--- src/rtl/iic_reg_sequencer_if.sv ---
// Byte-level command/response channel between the register sequencer and
// the shared I2C byte master.
interface iic_reg_sequencer_if;
  logic       Cmd_valid;
  logic       Cmd_ready;
  logic       Cmd_start;
  logic       Cmd_stop;
  logic       Cmd_read;
  logic [7:0] Cmd_byte;
  logic       Rsp_valid;
  logic       Rsp_ack;
  logic [7:0] Rsp_data;

  // Sequencer side: issues commands, consumes responses.
  modport master (
    output Cmd_valid, Cmd_start, Cmd_stop, Cmd_read, Cmd_byte,
    input  Cmd_ready, Rsp_valid, Rsp_ack, Rsp_data
  );

  // Byte master side.
  modport slave (
    input  Cmd_valid, Cmd_start, Cmd_stop, Cmd_read, Cmd_byte,
    output Cmd_ready, Rsp_valid, Rsp_ack, Rsp_data
  );
endinterface

--- src/rtl/iic_reg_sequencer.sv ---
// Table-driven I2C register-write sequencer for the DVI video encoder.
// Walks a 5-entry register/value table (fast or slow pixel-clock profile),
// issuing each write as ADDR / REG / DATA byte commands, retrying NACKed
// entries after an idle gap, and reporting Done or Error.
// Optional: define IIC_SEQ_READBACK_EN to verify each write by reading the
// register back (repeated-START read) before moving on.
module iic_reg_sequencer #(
  parameter logic [6:0]  SLAVE_ADDR = 7'h76,
  parameter int unsigned RETRY_MAX  = 3,
  parameter int unsigned GAP_CYCLES = 3000
) (
  input  logic                      Clk,
  input  logic                      Reset,
  input  logic                      Start,
  input  logic                      Pixel_clk_greater_than_65Mhz,
  iic_reg_sequencer_if.master       bus,
  output logic                      Busy,
  output logic                      Done,
  output logic                      Error,
  output logic [2:0]                Fail_index
);

  localparam logic [7:0]  ADDR_W    = {SLAVE_ADDR, 1'b0};
`ifdef IIC_SEQ_READBACK_EN
  localparam logic [7:0]  ADDR_R    = {SLAVE_ADDR, 1'b1};
`endif
  localparam logic [2:0]  RETRY_LIM = 3'(RETRY_MAX);
  localparam logic [2:0]  LAST_IDX  = 3'd4;
  localparam logic [15:0] GAP_LOAD  = 16'(GAP_CYCLES - 1);

  typedef enum logic [3:0] {
    S_IDLE, S_LOAD, S_ADDR, S_REG, S_DATA, S_GAP, S_NEXT, S_DONE, S_FAIL
`ifdef IIC_SEQ_READBACK_EN
    , S_RB_ADDR, S_RB_REG, S_RB_RADDR, S_RB_READ
`endif
  } state_t;

  function automatic logic [7:0] tbl_reg(input logic [2:0] i);
    case (i)
      3'd0:    return 8'h49;
      3'd1:    return 8'h21;
      3'd2:    return 8'h33;
      3'd3:    return 8'h34;
      3'd4:    return 8'h36;
      default: return 8'h00;
    endcase
  endfunction

  function automatic logic [7:0] tbl_val(input logic fast, input logic [2:0] i);
    case (i)
      3'd0:    return 8'hC0;
      3'd1:    return 8'h09;
      3'd2:    return fast ? 8'h06 : 8'h08;
      3'd3:    return fast ? 8'h26 : 8'h16;
      3'd4:    return fast ? 8'hA0 : 8'h60;
      default: return 8'h00;
    endcase
  endfunction

  state_t      state_q, state_d;
  logic        profile_q;
  logic [2:0]  idx_q;
  logic [2:0]  retry_q;
  logic        outst_q;     // command accepted, response not yet seen
  logic        fail_pend_q; // current GAP follows a failed attempt
  logic [15:0] gap_q;
  logic        done_q, error_q;
  logic [2:0]  fidx_q;

  logic        cmd_en, c_start, c_stop, c_read;
  logic [7:0]  c_byte;
  logic        rsp_take, rsp_ok, entry_done, entry_fail, last_entry;

  // Command fields decoded from the current command state.
  always_comb begin
    cmd_en  = 1'b0;
    c_start = 1'b0;
    c_stop  = 1'b0;
    c_read  = 1'b0;
    c_byte  = 8'h00;
    case (state_q)
      S_ADDR: begin cmd_en = 1'b1; c_start = 1'b1; c_byte = ADDR_W; end
      S_REG:  begin cmd_en = 1'b1; c_byte = tbl_reg(idx_q); end
      S_DATA: begin cmd_en = 1'b1; c_stop = 1'b1; c_byte = tbl_val(profile_q, idx_q); end
`ifdef IIC_SEQ_READBACK_EN
      S_RB_ADDR:  begin cmd_en = 1'b1; c_start = 1'b1; c_byte = ADDR_W; end
      S_RB_REG:   begin cmd_en = 1'b1; c_byte = tbl_reg(idx_q); end
      S_RB_RADDR: begin cmd_en = 1'b1; c_start = 1'b1; c_byte = ADDR_R; end
      S_RB_READ:  begin cmd_en = 1'b1; c_read = 1'b1; c_stop = 1'b1; end
`endif
      default: ;
    endcase
  end

  assign bus.Cmd_valid = cmd_en & ~outst_q;
  assign bus.Cmd_start = c_start;
  assign bus.Cmd_stop  = c_stop;
  assign bus.Cmd_read  = c_read;
  assign bus.Cmd_byte  = c_byte;

  // Responses only count while a command is outstanding; strays are dropped.
  assign rsp_take   = outst_q & bus.Rsp_valid;
  assign last_entry = (idx_q == LAST_IDX);

`ifdef IIC_SEQ_READBACK_EN
  assign rsp_ok     = (state_q == S_RB_READ) ? (bus.Rsp_data == tbl_val(profile_q, idx_q))
                                             : bus.Rsp_ack;
  assign entry_done = rsp_take & rsp_ok & (state_q == S_RB_READ);
`else
  logic unused_rsp_data;
  assign unused_rsp_data = ^bus.Rsp_data;
  assign rsp_ok     = bus.Rsp_ack;
  assign entry_done = rsp_take & rsp_ok & (state_q == S_DATA);
`endif
  assign entry_fail = rsp_take & ~rsp_ok;

  // State register; reset lands in LOAD so the table runs without a Start.
  always_ff @(posedge Clk or posedge Reset) begin
    if (Reset) state_q <= S_LOAD;
    else       state_q <= state_d;
  end

  // Next-state logic.
  always_comb begin
    state_d = state_q;
    case (state_q)
      S_IDLE: if (Start) state_d = S_LOAD;
      S_LOAD: state_d = S_ADDR;
      S_ADDR: if (rsp_take) state_d = rsp_ok ? S_REG  : S_GAP;
      S_REG:  if (rsp_take) state_d = rsp_ok ? S_DATA : S_GAP;
      S_DATA: if (rsp_take) begin
`ifdef IIC_SEQ_READBACK_EN
        state_d = rsp_ok ? S_RB_ADDR : S_GAP;
`else
        state_d = (rsp_ok && last_entry) ? S_DONE : S_GAP;
`endif
      end
`ifdef IIC_SEQ_READBACK_EN
      S_RB_ADDR:  if (rsp_take) state_d = rsp_ok ? S_RB_REG   : S_GAP;
      S_RB_REG:   if (rsp_take) state_d = rsp_ok ? S_RB_RADDR : S_GAP;
      S_RB_RADDR: if (rsp_take) state_d = rsp_ok ? S_RB_READ  : S_GAP;
      S_RB_READ:  if (rsp_take) state_d = (rsp_ok && last_entry) ? S_DONE : S_GAP;
`endif
      // After a failed attempt the gap leads back to ADDR (or FAIL once the
      // retry budget is spent); after a good entry it leads to NEXT.
      S_GAP: if (gap_q == 16'd0) begin
        if (!fail_pend_q)            state_d = S_NEXT;
        else if (retry_q >= RETRY_LIM) state_d = S_FAIL;
        else                         state_d = S_ADDR;
      end
      S_NEXT: state_d = S_ADDR;
      S_DONE: state_d = S_IDLE;
      S_FAIL: state_d = S_IDLE;
      default: state_d = S_IDLE;
    endcase
  end

  // Index, retry, gap counter, handshake tracking and sticky status.
  always_ff @(posedge Clk or posedge Reset) begin
    if (Reset) begin
      profile_q   <= 1'b0;
      idx_q       <= 3'd0;
      retry_q     <= 3'd0;
      outst_q     <= 1'b0;
      fail_pend_q <= 1'b0;
      gap_q       <= 16'd0;
      done_q      <= 1'b0;
      error_q     <= 1'b0;
      fidx_q      <= 3'd0;
    end else begin
      if (bus.Cmd_valid && bus.Cmd_ready) outst_q <= 1'b1;
      else if (rsp_take)                  outst_q <= 1'b0;

      case (state_q)
        S_IDLE: if (Start) begin
          done_q  <= 1'b0;
          error_q <= 1'b0;
          fidx_q  <= 3'd0;
        end
        S_LOAD: begin
          profile_q   <= Pixel_clk_greater_than_65Mhz;
          idx_q       <= 3'd0;
          retry_q     <= 3'd0;
          fail_pend_q <= 1'b0;
        end
        S_GAP: begin
          if (gap_q != 16'd0) gap_q <= gap_q - 16'd1;
          else                fail_pend_q <= 1'b0;
        end
        S_NEXT: idx_q <= idx_q + 3'd1;
        default: ;
      endcase

      if (entry_fail) begin
        retry_q     <= retry_q + 3'd1;
        fail_pend_q <= 1'b1;
      end
      if (entry_done) retry_q <= 3'd0;

      if (state_d == S_GAP && state_q != S_GAP) gap_q <= GAP_LOAD;
      if (state_d == S_DONE) done_q <= 1'b1;
      if (state_d == S_FAIL) begin
        error_q <= 1'b1;
        fidx_q  <= idx_q;
      end
    end
  end

  assign Busy       = (state_q != S_IDLE);
  assign Done       = done_q;
  assign Error      = error_q;
  assign Fail_index = fidx_q;

endmodule

--- src/flat_wrapper.sv ---
// flat-port wrapper written by rule: the top's interface ports become plain ports
module iic_reg_sequencer_flat 
#(
  parameter logic [6:0]  SLAVE_ADDR = 7'h76,
  parameter int unsigned RETRY_MAX  = 3,
  parameter int unsigned GAP_CYCLES = 3000
)
  (Clk, Reset, Start, Pixel_clk_greater_than_65Mhz, Busy, Done, Error, Fail_index, bus_Cmd_valid, bus_Cmd_start, bus_Cmd_stop, bus_Cmd_read, bus_Cmd_byte, bus_Cmd_ready, bus_Rsp_valid, bus_Rsp_ack, bus_Rsp_data);
  iic_reg_sequencer_if bus_i ();
  input  logic Clk;
  input  logic Reset;
  input  logic Start;
  input  logic Pixel_clk_greater_than_65Mhz;
  output logic Busy;
  output logic Done;
  output logic Error;
  output logic [2:0] Fail_index;
  output wire logic [$bits(bus_i.Cmd_valid)-1:0] bus_Cmd_valid;
  output wire logic [$bits(bus_i.Cmd_start)-1:0] bus_Cmd_start;
  output wire logic [$bits(bus_i.Cmd_stop)-1:0] bus_Cmd_stop;
  output wire logic [$bits(bus_i.Cmd_read)-1:0] bus_Cmd_read;
  output wire logic [$bits(bus_i.Cmd_byte)-1:0] bus_Cmd_byte;
  input wire logic [$bits(bus_i.Cmd_ready)-1:0] bus_Cmd_ready;
  input wire logic [$bits(bus_i.Rsp_valid)-1:0] bus_Rsp_valid;
  input wire logic [$bits(bus_i.Rsp_ack)-1:0] bus_Rsp_ack;
  input wire logic [$bits(bus_i.Rsp_data)-1:0] bus_Rsp_data;
  assign bus_Cmd_valid = bus_i.Cmd_valid;
  assign bus_Cmd_start = bus_i.Cmd_start;
  assign bus_Cmd_stop = bus_i.Cmd_stop;
  assign bus_Cmd_read = bus_i.Cmd_read;
  assign bus_Cmd_byte = bus_i.Cmd_byte;
  assign bus_i.Cmd_ready = bus_Cmd_ready;
  assign bus_i.Rsp_valid = bus_Rsp_valid;
  assign bus_i.Rsp_ack = bus_Rsp_ack;
  assign bus_i.Rsp_data = bus_Rsp_data;
  iic_reg_sequencer #(.SLAVE_ADDR(SLAVE_ADDR), .RETRY_MAX(RETRY_MAX), .GAP_CYCLES(GAP_CYCLES)) u_core (.Clk(Clk), .Reset(Reset), .Start(Start), .Pixel_clk_greater_than_65Mhz(Pixel_clk_greater_than_65Mhz), .bus(bus_i), .Busy(Busy), .Done(Done), .Error(Error), .Fail_index(Fail_index));
endmodule
--- config.mk ---
export PLATFORM = sky130hd
export DESIGN_NAME = iic_reg_sequencer_flat
export DESIGN_NICKNAME = d
export VERILOG_FILES = /design/src/rtl/iic_reg_sequencer_if.sv /design/src/rtl/iic_reg_sequencer.sv /design/src/flat_wrapper.sv
export SDC_FILE = /design/constraint.sdc
export NUM_CORES = 1
export LEC_CHECK = 0
export BUFFER_PORTS_ARGS = -buffer_cell sky130_fd_sc_hd__buf_2
export CAP_MARGIN = 25
export CELL_PAD_IN_SITES_DETAIL_PLACEMENT = 0
export CELL_PAD_IN_SITES_GLOBAL_PLACEMENT = 1
export CORE_MARGIN = 2
export CORE_UTILIZATION = 43
export CTS_CLUSTER_DIAMETER = 40
export DETAILED_ROUTE_END_ITERATION = 8
export MAX_ROUTING_LAYER = met4
export PLACE_DENSITY = 0.86
export SYNTH_ARGS = -nofsm -noshare
export SYNTH_HDL_FRONTEND = slang
export SYNTH_SLANG_ARGS = --single-unit
--- constraint.sdc ---
create_clock -name Clk -period 2.1 [get_ports Clk]
set_input_delay 0.105 -clock Clk [delete_from_list [all_inputs] [get_ports Clk]]
set_output_delay 0.105 -clock Clk [all_outputs]
set_load 0.02 [all_outputs]
==> impl_table.tex, run 1 <==
\begin{tabular}{lr}
\hline
Metric & Value \\
\hline
\multicolumn{2}{l}{\textbf{Run status}} \\
Outcome & complete, no violations \\
\multicolumn{2}{l}{\textbf{Logic synthesis}} \\
Flip-flop and latch count after synthesis & 34 \\
Biggest area contributors in the synthesized netlist & sky130\_fd\_sc\_hd\_\_dfrtp\_1 (37\%), sky130\_fd\_sc\_hd\_\_nand2\_1 (5.7\%), sky130\_fd\_sc\_hd\_\_ha\_1 (4.5\%) \\
Most frequent cell after synthesis & sky130\_fd\_sc\_hd\_\_nand2\_1 \\
Compound-cell area share of the yosys netlist & 17.0\% \\
Synthesized-area fraction occupied by and/or/nand/nor cells & 29.0\% \\
Synth async-reset ratio & 100\% \\
Syn\_nets & 274 \\
Fraction of synthesized area in multiplexers & 0.503\% \\
Top\_reg\_cell synth & sky130\_fd\_sc\_hd\_\_dfrtp\_1 \\
Cell count after synthesis & 251 \\
Netlist Area Pre-Place & 2240 sq um \\
Post-Synth Adder-Cell Area & 4.47\% \\
Xor/xnor cell area share of the yosys netlist & 5.47\% \\
Number of enable-type register cells in the synthesized netlist & 0 \\
Top post-synthesis cells by count & sky130\_fd\_sc\_hd\_\_nand2\_1 (34), sky130\_fd\_sc\_hd\_\_dfrtp\_1 (33), sky130\_fd\_sc\_hd\_\_nor2\_1 (22) \\
Library cell occupying the most area in the post-synthesis netlist & sky130\_fd\_sc\_hd\_\_dfrtp\_1 \\
Main combinational cell family by area after synthesis & simple AND/OR/NAND/NOR gates \\
Per-instance average area after synthesis & 8.93 sq um \\
Share of the yosys chip area belonging to registers & 38.0\% \\
Number of distinct library cells after synthesis & 58 \\
Syn. warnings & 0 \\
Fraction of post-synthesis cell area in the top cell type by area & 36.9\% \\
\multicolumn{2}{l}{\textbf{STA}} \\
Post-route clock skew & 0.00820 ns \\
Fmax & 0.493 GHz \\
Post-Route Setup TNS & 0 ns \\
Worst slack on hold paths & 0.0201 ns \\
Fin. max-slew vios & 0 \\
Final critical-path setup slack & 0.0726 ns \\
Unrepaired setup endpoints after global routing & true \\
Final setup fails & 0 \\
Final clock period utilization by the worst path & 96.5\% \\
Final Hold Fails & 0 \\
Final critical path time including I/O delays and setup & 2.03 ns \\
\multicolumn{2}{l}{\textbf{Global route}} \\
Pin count of the biggest net entering global routing & 35 \\
Global-route wire length before repair & 8480 microns \\
Overall Global Routing Usage & 18.2\% \\
Number of antenna violations at the first check in global routing & 0 \\
Via count of the first global-routing pass & 1,901 \\
Grt ovf & 0 \\
\multicolumn{2}{l}{\textbf{Clocking}} \\
Clock tree from TritonCTS & yes \\
Clock slew at reported path FFs & 0.08 ns \\
Clk buf depth & 2 \\
Max H-tree Level & 2 \\
TritonCTS sink count & 34 \\
Buffer cell driving the clock tree root & sky130\_fd\_sc\_hd\_\_clkbuf\_8 \\
Number of buffers created by CTS & 5 \\
Clock latency on the worst-skew pair & 0.28 ns \\
\multicolumn{2}{l}{\textbf{Power}} \\
Total power divided by cell area & 1330 nW/um\^{}2 \\
Combinational fraction of design power & 54.5\% \\
Switching power as a share of total power & 43.5\% \\
Share of total power in sequential cells & 29.4\% \\
Worst voltage drop across the vdd grid & 0.600 mV \\
Net Switching & 0.00164 W \\
Total chip power & 0.00376 W \\
Pint & 0.00212 W \\
Static leakage & 1.17 nW \\
Clock power share & 16.1\% \\
\multicolumn{2}{l}{\textbf{Finish}} \\
Antenna cell count & 0 \\
P\&R area growth vs syn & 26.0\% \\
Proportion of layout cells with a drive suffix above 1 & 31.8\% \\
Final Net Count & 324 \\
Layout Cell Area excl Fill & 2820 sq um \\
\multicolumn{2}{l}{\textbf{Drt}} \\
Drt first pass iters & 4 \\
Antenna viol nets, final & 0 \\
M1 WL & 2450 microns \\
Via total after detailed routing & 1,976 \\
DRT Wirelength & 5000 microns \\
Routed wl met3 & 122 microns \\
Average wire per standard cell & 13.4 microns \\
Residual DRC count & 0 \\
Starting DRC count in detailed routing & 87 \\
Uppermost layer routed & met4 \\
Number of vias per cell after detailed routing & 5.31 \\
Met2 routed wirelength & 2370 microns \\
\multicolumn{2}{l}{\textbf{Job}} \\
Number of maximum-capacitance violations & 0 \\
\multicolumn{2}{l}{\textbf{Floorplanning}} \\
Die outline height & 76.2 microns \\
Effective utilization at floorplan & 44.2\% \\
Standard cell core area & 5070 sq um \\
Top Ports & 33 \\
Rows & 26 \\
Die footprint & 5800 sq um \\
Die outline width & 76.2 microns \\
\multicolumn{2}{l}{\textbf{Placed design}} \\
Setup slack at placement & 0.111 ns \\
Number of buffer cells added on primary ports & 23 \\
Post-place instance area & 2580 sq um \\
Sum of net half-perimeters after detailed placement & 3760 microns \\
Final Wtd Congestion & 0.888 \\
\multicolumn{2}{l}{\textbf{Setup path}} \\
WP buf/inv & 2 \\
Critical Path Start & u\_core.state\_q[1] \\
Cell breakdown of the critical path & or4b\_4 -> buf\_6 -> nor2\_4 -> a22oi\_2 -> nor3\_2 -> buf\_4 \\
Kind of start point of the critical path & register \\
Arrival time at the worst endpoint & 1.92 ns \\
Maximum fanout count along the critical path & 4 \\
Critical-path top delay cell & sky130\_fd\_sc\_hd\_\_or4b\_4 \\
Crit-path max cell delay & 0.56 ns \\
CP Data Required Time & 2.00 ns \\
Critical R2R Launch & u\_core.gap\_q[15] \\
Critical path's top delay family & simple AND/OR/NAND/NOR gates \\
Endpoint class of the critical path & primary output \\
Crit path kind & reg -> out \\
\multicolumn{2}{l}{\textbf{Min path}} \\
HP Start & Pixel\_clk\_greater\_than\_65Mhz \\
Class of the tightest hold or removal check & in -> reg \\
\hline
\end{tabular}
-- final timing paths --
kind                                     end  slack [ns]  cells after the start
min reg2reg                     u_core.Error        0.48                      1
max in group asynchronous  u_core.state_q[0]        1.32                      4
min in group asynchronous    u_core.idx_q[2]        0.45                      4
max                          bus_Cmd_byte[4]        0.07                      6
max reg2reg                  u_core.gap_q[9]        0.13                      6
min                         u_core.profile_q        0.02                      3
-- cells in the final DEF (no fill, tap or decap), drive strengths merged, types with 2 or more instances in the layout --
master / instances
nand2: 34
clkbuf: 6
a211o: 3
nand4: 3
or4b: 2
xnor2: 8
o31ai: 3
nand3: 11
ha: 8
or3: 3
nor2: 29
dfrtp: 33
a2111oi: 2
nor2b: 2
a21oi: 12
nor4: 8
xor2: 6
o211ai: 6
buf: 53
o21ai: 12
a211oi: 2
or4: 3
inv: 14
nor4b: 2
and3: 2
nor3: 7
nand2b: 5
o32ai: 2
o41ai: 2
-- routing by layer --
layer / global-route usage, % / vias to the layer above
met3: 3.08 / 6
li1: - / 996
met5: - / -
met2: 28.5 / 24
met1: 24.5 / 950
met4: 5.09 / 0
-- flip-flops by register name (all words and copies together) (netlist names) --
signal              flops
u_core.profile_q        1
u_core.Done             1
u_core.outst_q          1
u_core.retry_q          3
u_core.idx_q            3
u_core.Fail_index       3
u_core.fail_pend_q      1
u_core.Error            1
u_core.state_q          4
u_core.gap_q           16
-- cell families (layout without fill, tap and decap cells) --
kind of cell,count (synthesis),count (layout)
AOI/OAI and AO/OA,53,53
xor gates and xnor gates,14,14
adders and majority gates,8,8
buffers and inverters,25,76
DFF,34,34
muxes,1,1
other,1,1
and+or+nand+nor,115,115
-- layout make-up --
class                   count  area (sq um)
repair buffers             54           377
inverters                  14          52.6
clock buffers               6          72.6
fillers                   476          2250
well taps                  70          87.6
clock inverters             2          37.5
multi-input cells         192          1340
flip-flops and latches     34           855
-- stage by stage --
step,cells,utilization (%)
6_report,372,55.6
4_1_cts,369,53.5
5_1_grt,372,55.6
3_5_place_dp,359,50.9
3_3_place_gp,359,50.9
2_1_floorplan,251,-
-- tightest hold or removal path, delay by kind of cell --
family / cells / cell delay, ns
simple gates: 1 / 0.03
compound gates: 1 / 0.05
buf+inv: 1 / 0.07
-- power by group through the flow --
stage	Clock [W]	Combinational [W]	Sequential, W
2_1_floorplan	0	0.00132	0.00103
3_3_place_gp	0	0.00186	0.00109
3_5_place_dp	0	0.00189	0.00110
4_1_cts	0.000613	0.00191	0.00109
5_1_grt	0.000642	0.00227	0.00114
6_report	0.000604	0.00205	0.00111
-- timing repair --
| item | in CTS | in global routing |
|---|---|---|
| hold buffers | 1 | 0 |
| resized for setup | 2 | 23 |
| endpoints found under the hold margin | 33 | 0 |
| buffers inserted | 1 | 3 |
| pin swaps | 1 | 10 |
| endpoints found under the setup margin | 5 | 12 |
Note: power is estimated with default switching activity, not from simulation.
==> inputs of run 2 (changes only) <==
Settings changed: RECOVER_POWER set to 100.
==> impl_table.tex, run 2 (synthesized netlist as in run 1, its figures left out) <==
\begin{tabular}{lr}
\hline
Metric & Value \\
\hline
\multicolumn{2}{l}{\textbf{Finish}} \\
Proportion of layout cells with a drive suffix above 1 & 26.5\% \\
P\&R area growth vs syn & 23.3\% \\
Max reg flops & 16 \\
Final Net Count & 324 \\
Biggest registers after layout & u\_core.gap\_q x16, u\_core.state\_q x4 \\
Commonest cells after routing, fill and taps aside & sky130\_fd\_sc\_hd\_\_nand2\_1 (34), sky130\_fd\_sc\_hd\_\_dfrtp\_1 (31), sky130\_fd\_sc\_hd\_\_buf\_4 (25) \\
Most frequent standard cell in the layout excluding fill and tap cells & sky130\_fd\_sc\_hd\_\_nand2\_1 \\
Register ranked first by flip-flop count & u\_core.gap\_q \\
Antenna cell count & 0 \\
\multicolumn{2}{l}{\textbf{Clocking}} \\
Clk buf depth & 2 \\
Buffer cell driving the clock tree root & sky130\_fd\_sc\_hd\_\_clkbuf\_8 \\
Clock latency on the worst-skew pair & 0.29 ns \\
TritonCTS sink count & 34 \\
Clock slew at reported path FFs & 0.08 ns \\
Clock tree from TritonCTS & yes \\
Number of buffers created by CTS & 5 \\
Max H-tree Level & 2 \\
\multicolumn{2}{l}{\textbf{STA}} \\
Final Hold Fails & 0 \\
Final clock period utilization by the worst path & 96.7\% \\
Worst slew margin & 45.2\% \\
Actual transition at the worst max-transition pin & 0.821 ns \\
Unrepaired setup endpoints after global routing & true \\
Post-route clock skew & 0.0118 ns \\
Fmax & 0.492 GHz \\
Post-Route Setup TNS & 0 ns \\
Fin. max-slew vios & 0 \\
Final setup fails & 0 \\
Final critical path time including I/O delays and setup & 2.03 ns \\
\multicolumn{2}{l}{\textbf{Drt}} \\
Drt first pass iters & 4 \\
Antenna viol nets, final & 0 \\
Residual DRC count & 0 \\
Average wire per standard cell & 13.6 microns \\
Number of vias per cell after detailed routing & 5.28 \\
DRT Wirelength & 5060 microns \\
Starting DRC count in detailed routing & 100 \\
Via total after detailed routing & 1,966 \\
\multicolumn{2}{l}{\textbf{Placed design}} \\
Sum of net half-perimeters after detailed placement & 3760 microns \\
Final Wtd Congestion & 0.888 \\
Number of buffer cells added on primary ports & 23 \\
\multicolumn{2}{l}{\textbf{Power}} \\
Net Switching & 0.00162 W \\
Worst voltage drop across the vdd grid & 0.601 mV \\
Total power divided by cell area & 1330 nW/um\^{}2 \\
Total chip power & 0.00368 W \\
Static leakage & 1.12 nW \\
Share of total power in sequential cells & 30.1\% \\
Clock power share & 16.4\% \\
Pint & 0.00206 W \\
Combinational fraction of design power & 53.5\% \\
Switching power as a share of total power & 44.0\% \\
\multicolumn{2}{l}{\textbf{Floorplanning}} \\
Standard cell core area & 5070 sq um \\
Die outline width & 76.2 microns \\
Die outline height & 76.2 microns \\
Rows & 26 \\
Top Ports & 33 \\
Die footprint & 5800 sq um \\
Effective utilization at floorplan & 44.2\% \\
\multicolumn{2}{l}{\textbf{Setup path}} \\
CP Data Required Time & 2.00 ns \\
Critical-path top delay cell & sky130\_fd\_sc\_hd\_\_or4b\_4 \\
Critical Path Start & u\_core.state\_q[1] \\
Maximum fanout count along the critical path & 4 \\
Endpoint class of the critical path & primary output \\
Kind of start point of the critical path & register \\
Critical R2R Launch & u\_core.state\_q[1] \\
Crit-path max cell delay & 0.56 ns \\
Cell breakdown of the critical path & or4b\_4 -> buf\_6 -> nor2\_4 -> a22oi\_2 -> nor3\_2 -> buf\_4 \\
Crit path kind & reg -> out \\
Arrival time at the worst endpoint & 1.93 ns \\
\multicolumn{2}{l}{\textbf{Global route}} \\
Via count of the first global-routing pass & 1,901 \\
Number of antenna violations at the first check in global routing & 0 \\
Global-route wire length before repair & 8480 microns \\
Overall Global Routing Usage & 18.2\% \\
Pin count of the biggest net entering global routing & 35 \\
Grt ovf & 0 \\
\multicolumn{2}{l}{\textbf{Job}} \\
Number of maximum-capacitance violations & 0 \\
\multicolumn{2}{l}{\textbf{Min path}} \\
HP Start & Pixel\_clk\_greater\_than\_65Mhz \\
Class of the tightest hold or removal check & in -> reg \\
\multicolumn{2}{l}{\textbf{Run status}} \\
Outcome & complete, no violations \\
\hline
\end{tabular}
-- run 2: cell types whose count changed in the layout (fill, tap and decap cells not counted), moves of 2 or more --
cell,change
sky130_fd_sc_hd__nor2_1,+2
sky130_fd_sc_hd__nor2_2,-2
sky130_fd_sc_hd__buf_2,-10
sky130_fd_sc_hd__o21ai_0,+2
sky130_fd_sc_hd__clkbuf_2,+5
sky130_fd_sc_hd__buf_4,-7
sky130_fd_sc_hd__clkbuf_1,+12
sky130_fd_sc_hd__o21ai_1,-2
-- run 2: layout make-up --
| cell class | count | area [sq um] |
|---|---|---|
| sequential | 34 | 855 |
| clock buffer | 6 | 72.6 |
| fill | 498 | 2310 |
| timing repair buffer | 54 | 344 |
| clock inverter | 2 | 37.5 |
| multi-input combinational | 192 | 1320 |
| tap | 70 | 87.6 |
| inverter | 14 | 52.6 |
-- run 2: path summary, 6_finish.rpt --
kind                                     endpoint  slack (ns)  cells past startpoint
worst max-delay path              bus_Cmd_byte[4]        0.07                      6
worst min-delay path             u_core.profile_q        0.02                      3
worst max register to register    u_core.gap_q[3]        0.11                      6
worst min register to register       u_core.Error        0.49                      1
max in group asynchronous       u_core.state_q[2]        0.93                      4
min in group asynchronous         u_core.idx_q[2]        0.59                      4
-- run 2: critical path: cells and delay by family (launching register included) --
family | cells | cell delay, ns
AO/OA/AOI/OAI | 1 | 0.08
AND/OR/NAND/NOR | 3 | 0.82
flip-flops | 1 | 0.41
buffers and inverters | 2 | 0.31
-- run 2: routing by layer --
layer  part of all wire, %  global-route usage, %  vias up
met5                     0                      -        -
met4                  0.83                   5.09        0
met3                   2.6                   3.08        4
met2                    47                   28.5       28
met1                    49                   24.5      937
li1                      -                      -      997
-- run 2: metrics by stage --
step	instances	hold slack [ns]	util (%)	area [sq um]	setup WS, ns
after floorplan	251	0.204	-	2240	0.272
after global placement	359	0.222	50.9	2580	0.103
after detailed placement	359	0.222	50.9	2580	0.111
after CTS	369	0.0204	53.5	2720	0.00259
after global routing	372	0.0505	54.5	2760	-0.0124
final	372	0.0163	54.5	2760	0.0693
-- run 2: repair_timing --
item | in CTS | in global routing
endpoints found under the hold margin | 33 | 0
pin swaps | 1 | 10
resized for setup | 2 | 23
setup endpoints to repair | 5 | 12
setup buffers | 1 | 3
hold buffers | 1 | 0
-- run 2: power by group through the flow --
stage | combinational [W] | sequential [W] | clock, W
floorplan | 0.00132 | 0.00103 | 0
global placement | 0.00186 | 0.00109 | 0
detailed placement | 0.00189 | 0.00110 | 0
CTS | 0.00191 | 0.00109 | 0.000613
global route | 0.00217 | 0.00114 | 0.000642
finish | 0.00197 | 0.00111 | 0.000604
